### src/rtl/ifetch_unit.sv
// Multicycle instruction fetch stage: owns the PC, fetches one word at a time over a
// req/ack memory port, hands it to decode with valid/ready and resolves beq/bne via ALU zero.
module ifetch_unit #(
    parameter logic [31:0] PC_RESET = 32'h00000000
) (
    input  logic        clk,
    input  logic        rst,
    output logic        imem_req,
    output logic [31:0] imem_addr,
    input  logic        imem_ack,
    input  logic [31:0] imem_rdata,
    output logic [31:0] instr,
    output logic [31:0] pc_out,
    output logic        instr_valid,
    input  logic        instr_ready,
    input  logic        alu_resolve,
    input  logic        alu_zero
);

    // Handshake: a word transfers to decode on any rising edge where instr_valid and
    // instr_ready are both high; instr/pc_out stay frozen while valid is high and ready low.
    typedef enum logic [1:0] {
        IDLE    = 2'd0,
        FETCH   = 2'd1,
        HOLD    = 2'd2,
        RESOLVE = 2'd3
    } state_t;

    state_t      state;
    state_t      state_next;
    logic [31:0] pc;
    logic [31:0] pc_next;
    logic [31:0] instr_next;
    logic [31:0] pc_out_next;
    logic        is_branch;
    logic [31:0] branch_offset;

    // beq (000100) and bne (000101) differ only in opcode bit 26.
    assign is_branch     = (instr[31:27] == 5'b00010);
    assign branch_offset = {{14{instr[15]}}, instr[15:0], 2'b00};

    always_ff @(posedge clk or posedge rst) begin
        if (rst) begin
            state  <= IDLE;
            pc     <= PC_RESET;
            instr  <= 32'h0;
            pc_out <= 32'h0;
        end else begin
            state  <= state_next;
            pc     <= pc_next;
            instr  <= instr_next;
            pc_out <= pc_out_next;
        end
    end

    always_comb begin
        state_next  = state;
        pc_next     = pc;
        instr_next  = instr;
        pc_out_next = pc_out;
        case (state)
            IDLE: begin
                state_next = FETCH;
            end
            FETCH: begin
                if (imem_ack) begin
                    instr_next  = imem_rdata;
                    pc_out_next = pc;
                    state_next  = HOLD;
                end
            end
            HOLD: begin
                if (instr_ready) begin
                    if (is_branch) begin
                        state_next = RESOLVE;
                    end else begin
                        pc_next    = pc + 32'd4;
                        state_next = FETCH;
                    end
                end
            end
            RESOLVE: begin
                // pc still points at the branch itself here, so both paths add 4.
                if (alu_resolve) begin
                    pc_next    = alu_zero ? (pc + 32'd4 + branch_offset) : (pc + 32'd4);
                    state_next = FETCH;
                end
            end
            default: begin
                state_next = IDLE;
            end
        endcase
    end

    assign imem_req    = (state == FETCH);
    assign instr_valid = (state == HOLD);
    assign imem_addr   = pc;

endmodule

### config.mk
export PLATFORM = sky130hd
export DESIGN_NAME = ifetch_unit
export DESIGN_NICKNAME = d
export VERILOG_FILES = /design/src/rtl/ifetch_unit.sv
export SDC_FILE = /design/constraint.sdc
export NUM_CORES = 1
export LEC_CHECK = 0
export CORE_ASPECT_RATIO = 1.25
export CORE_MARGIN = 2
export CORE_UTILIZATION = 50
export DETAILED_ROUTE_END_ITERATION = 16
export GPL_TIMING_DRIVEN = 0
export PLACE_DENSITY_LB_ADDON = 0.05
export SKIP_CTS_REPAIR_TIMING = 1
export SLEW_MARGIN = 30
export SYNTH_ARGS = -nofsm -noshare
export SYNTH_HDL_FRONTEND = slang
export SYNTH_SLANG_ARGS = --single-unit
### constraint.sdc
create_clock -name clk -period 7.16 [get_ports clk]
set_input_delay 1.79 -clock clk [delete_from_list [all_inputs] [get_ports clk]]
set_output_delay 1.79 -clock clk [all_outputs]
set_load 0.05 [all_outputs]
==> run metrics <==
status finished, final reports clean; fin area 0.00811 mm²; die area 0.0134 mm²; Via density 5.97; unrepaired setup endpoints after global routing false; share of cells above drive strength 1 0.118; post-layout minimum cycle time 4760 ps; GR peak layer met2; number of instances in the placed design 970; register area share after synthesis 0.376; CTS Buf Count 9; Final Skew 8.34 ps; TritonCTS clock tree built; gr usage total 0.282; initial antenna violation count 0; Worst-Margin Slew 883 ps; Unique masters post-synth 59; global-route wire length before repair 30000 µm; I/O Pins 136; DRC 0; pin count of the biggest net entering global routing 56; synth cell count leaders 94 x dfrtp_1, 62 x nand2_1, 59 x a21oi_1; fmax 0.210 GHz; syn_area_per_cell 9.31 µm²; Global Route met2 Usage 0.487; Final GP Congestion 0.980; count leader, synth dfrtp_1; grt total ovfl 0; CP Launch Type flop; Clock Latency Late Sink 350 ps; cell taking the most area after synthesis dfrtp_1; YS warnings 0; WL/cell 19.2 µm; DP HPWL 14000 µm; met3 Track Usage GR 0.0537; CTS clock-pin slew for the worst setup and hold paths 70 ps; synthesized area 0.00625 mm²; setup TNS 0 ps; FFs w/ async S/R, synth 1.00; placed cell area 0.00781 mm²; final setup vio count 0; Core Region 0.0122 mm²; clock root buffer master clkbuf_16; Die H 129 µm; PortBufs 131; worst hold path class reg2reg; vias in the first global route 5915; MaxCap Viol Count 0; Starting DRT DRC Count 446; Synth Flop Type dfrtp_1; DRT Pass-1 Iters 5; post-synthesis cell count 671; fin nets 897; H-tree Lvls 3; Clock Sinks 94; post-synthesis sequential element count 94; via count 5886; worst-path fanout max 8; Post-Route WL 19000 µm; Final ANT Viol Nets 0; Fillers 1033; Slew headroom 0.411; Post-synth EDFFs 0; final slew viol count 0; Critical Path Sink Type flop; CTS Buffer Depth 2; antenna fix cells 0; post-synth top area share 0.376; period utilisation layout 0.665; top post-synthesis cells by area dfrtp_1 38%, mux2_2 10%, ha_1 8.2%, a21oi_1 4.7%, xnor2_1 4.2%; Area Overhead vs Synth 29.8%; Fin. Hold Viols 0; Hold WS 488 ps; Starting Density 0.514; WS Path Type reg2reg; die width 104 µm; Worst EP required 7370 ps; CP arrival 4980 ps; Row Count 45; Post-Layout Cell Count 986; GR Util met1 0.347
==> state kept, by name, summed over array words and instances, names as in the netlist <==
signal,flops
state,2
imem_addr,30
pc_out,30
instr,32
==> cells by family after synthesis <==
family | after synthesis | synth area share
flops | 94 | 0.376
other cells | 1 | 0.000600
compound gates | 161 | 0.156
fa+ha+maj | 42 | 0.0853
simple gates | 202 | 0.163
xor+xnor | 50 | 0.0701
buf+inv | 61 | 0.0414
mux | 60 | 0.108
==> cell usage in the layout (no fill, tap or decap), types with 5 or more instances in the layout <==
master and count:
a211oi_1 5, a21o_1 12, a21oi_1 59, a31oi_1 7
and3_1 8, buf_4 5, clkbuf_1 33, clkbuf_16 9
clkdlybuf4s50_1 131, dfrtp_1 93, ha_1 41, inv_1 16
mux2_2 58, nand2_1 62, nand3_1 30, nand4_1 17
nor2_1 44, nor3_1 8, nor4_1 9, o21ai_0 37
o22ai_1 10, xnor2_1 30, xor2_1 20
==> critical path: stages (launching register included) <==
cell and delay [ps]:
dfrtp_1 510, and4_1 250, buf_6 130, nand4_1 180
nor3_1 500, nand3_1 250, nor2_1 310, xor2_1 130
ha_1 280, clkbuf_1 270, nand4_1 180, nor2_1 220
inv_1 60, o32a_1 330, a41oi_1 500, a211oi_1 120
nor4_1 290, nand3_1 110
==> routing by layer <==
layer / vias up / wire [µm]
met2: 279 / 9370
met3: 47 / 1480
met1: 2863 / 7430
li1: 2697 / -
met4: 0 / 689
met5: - / 0
==> metrics by stage <==
stage          worst slack [ps]  utilization
2_1_floorplan              2920            -
3_3_place_gp               1450        0.639
3_5_place_dp               2580        0.642
4_1_cts                    2520        0.667
5_1_grt                    2090        0.667
6_report                   2400        0.667
==> path summary, 6_finish.rpt <==
path | cells after the start | from | slack, ps | to
min in group asynchronous | 2 | rst | 1820 | pc_out[4]
max in group asynchronous | 3 | rst | 4730 | instr[15]
min reg2reg | 2 | pc_out[21] | 490 | pc_out[21]
max | 17 | imem_addr[4] | 2400 | imem_addr[31]
min | 2 | pc_out[21] | 490 | pc_out[21]
max reg2reg | 17 | imem_addr[4] | 2400 | imem_addr[31]
==> area by class of cell <==
cell class / count / area (µm²) / share of cell area
multi-input combinational: 519 / 3650 / 0.450
sequential: 94 / 2350 / 0.290
timing repair buffer: 132 / 1340 / 0.165
clock buffer: 10 / 229 / 0.0282
tap: 164 / 205 / 0.0253
buffer: 44 / 195 / 0.0241
clock inverter: 6 / 68.8 / 0.00849
inverter: 17 / 68.8 / 0.00849
Power is not shown: default switching activity piles up to over one toggle a cycle in this logic, so the estimate is an artifact.
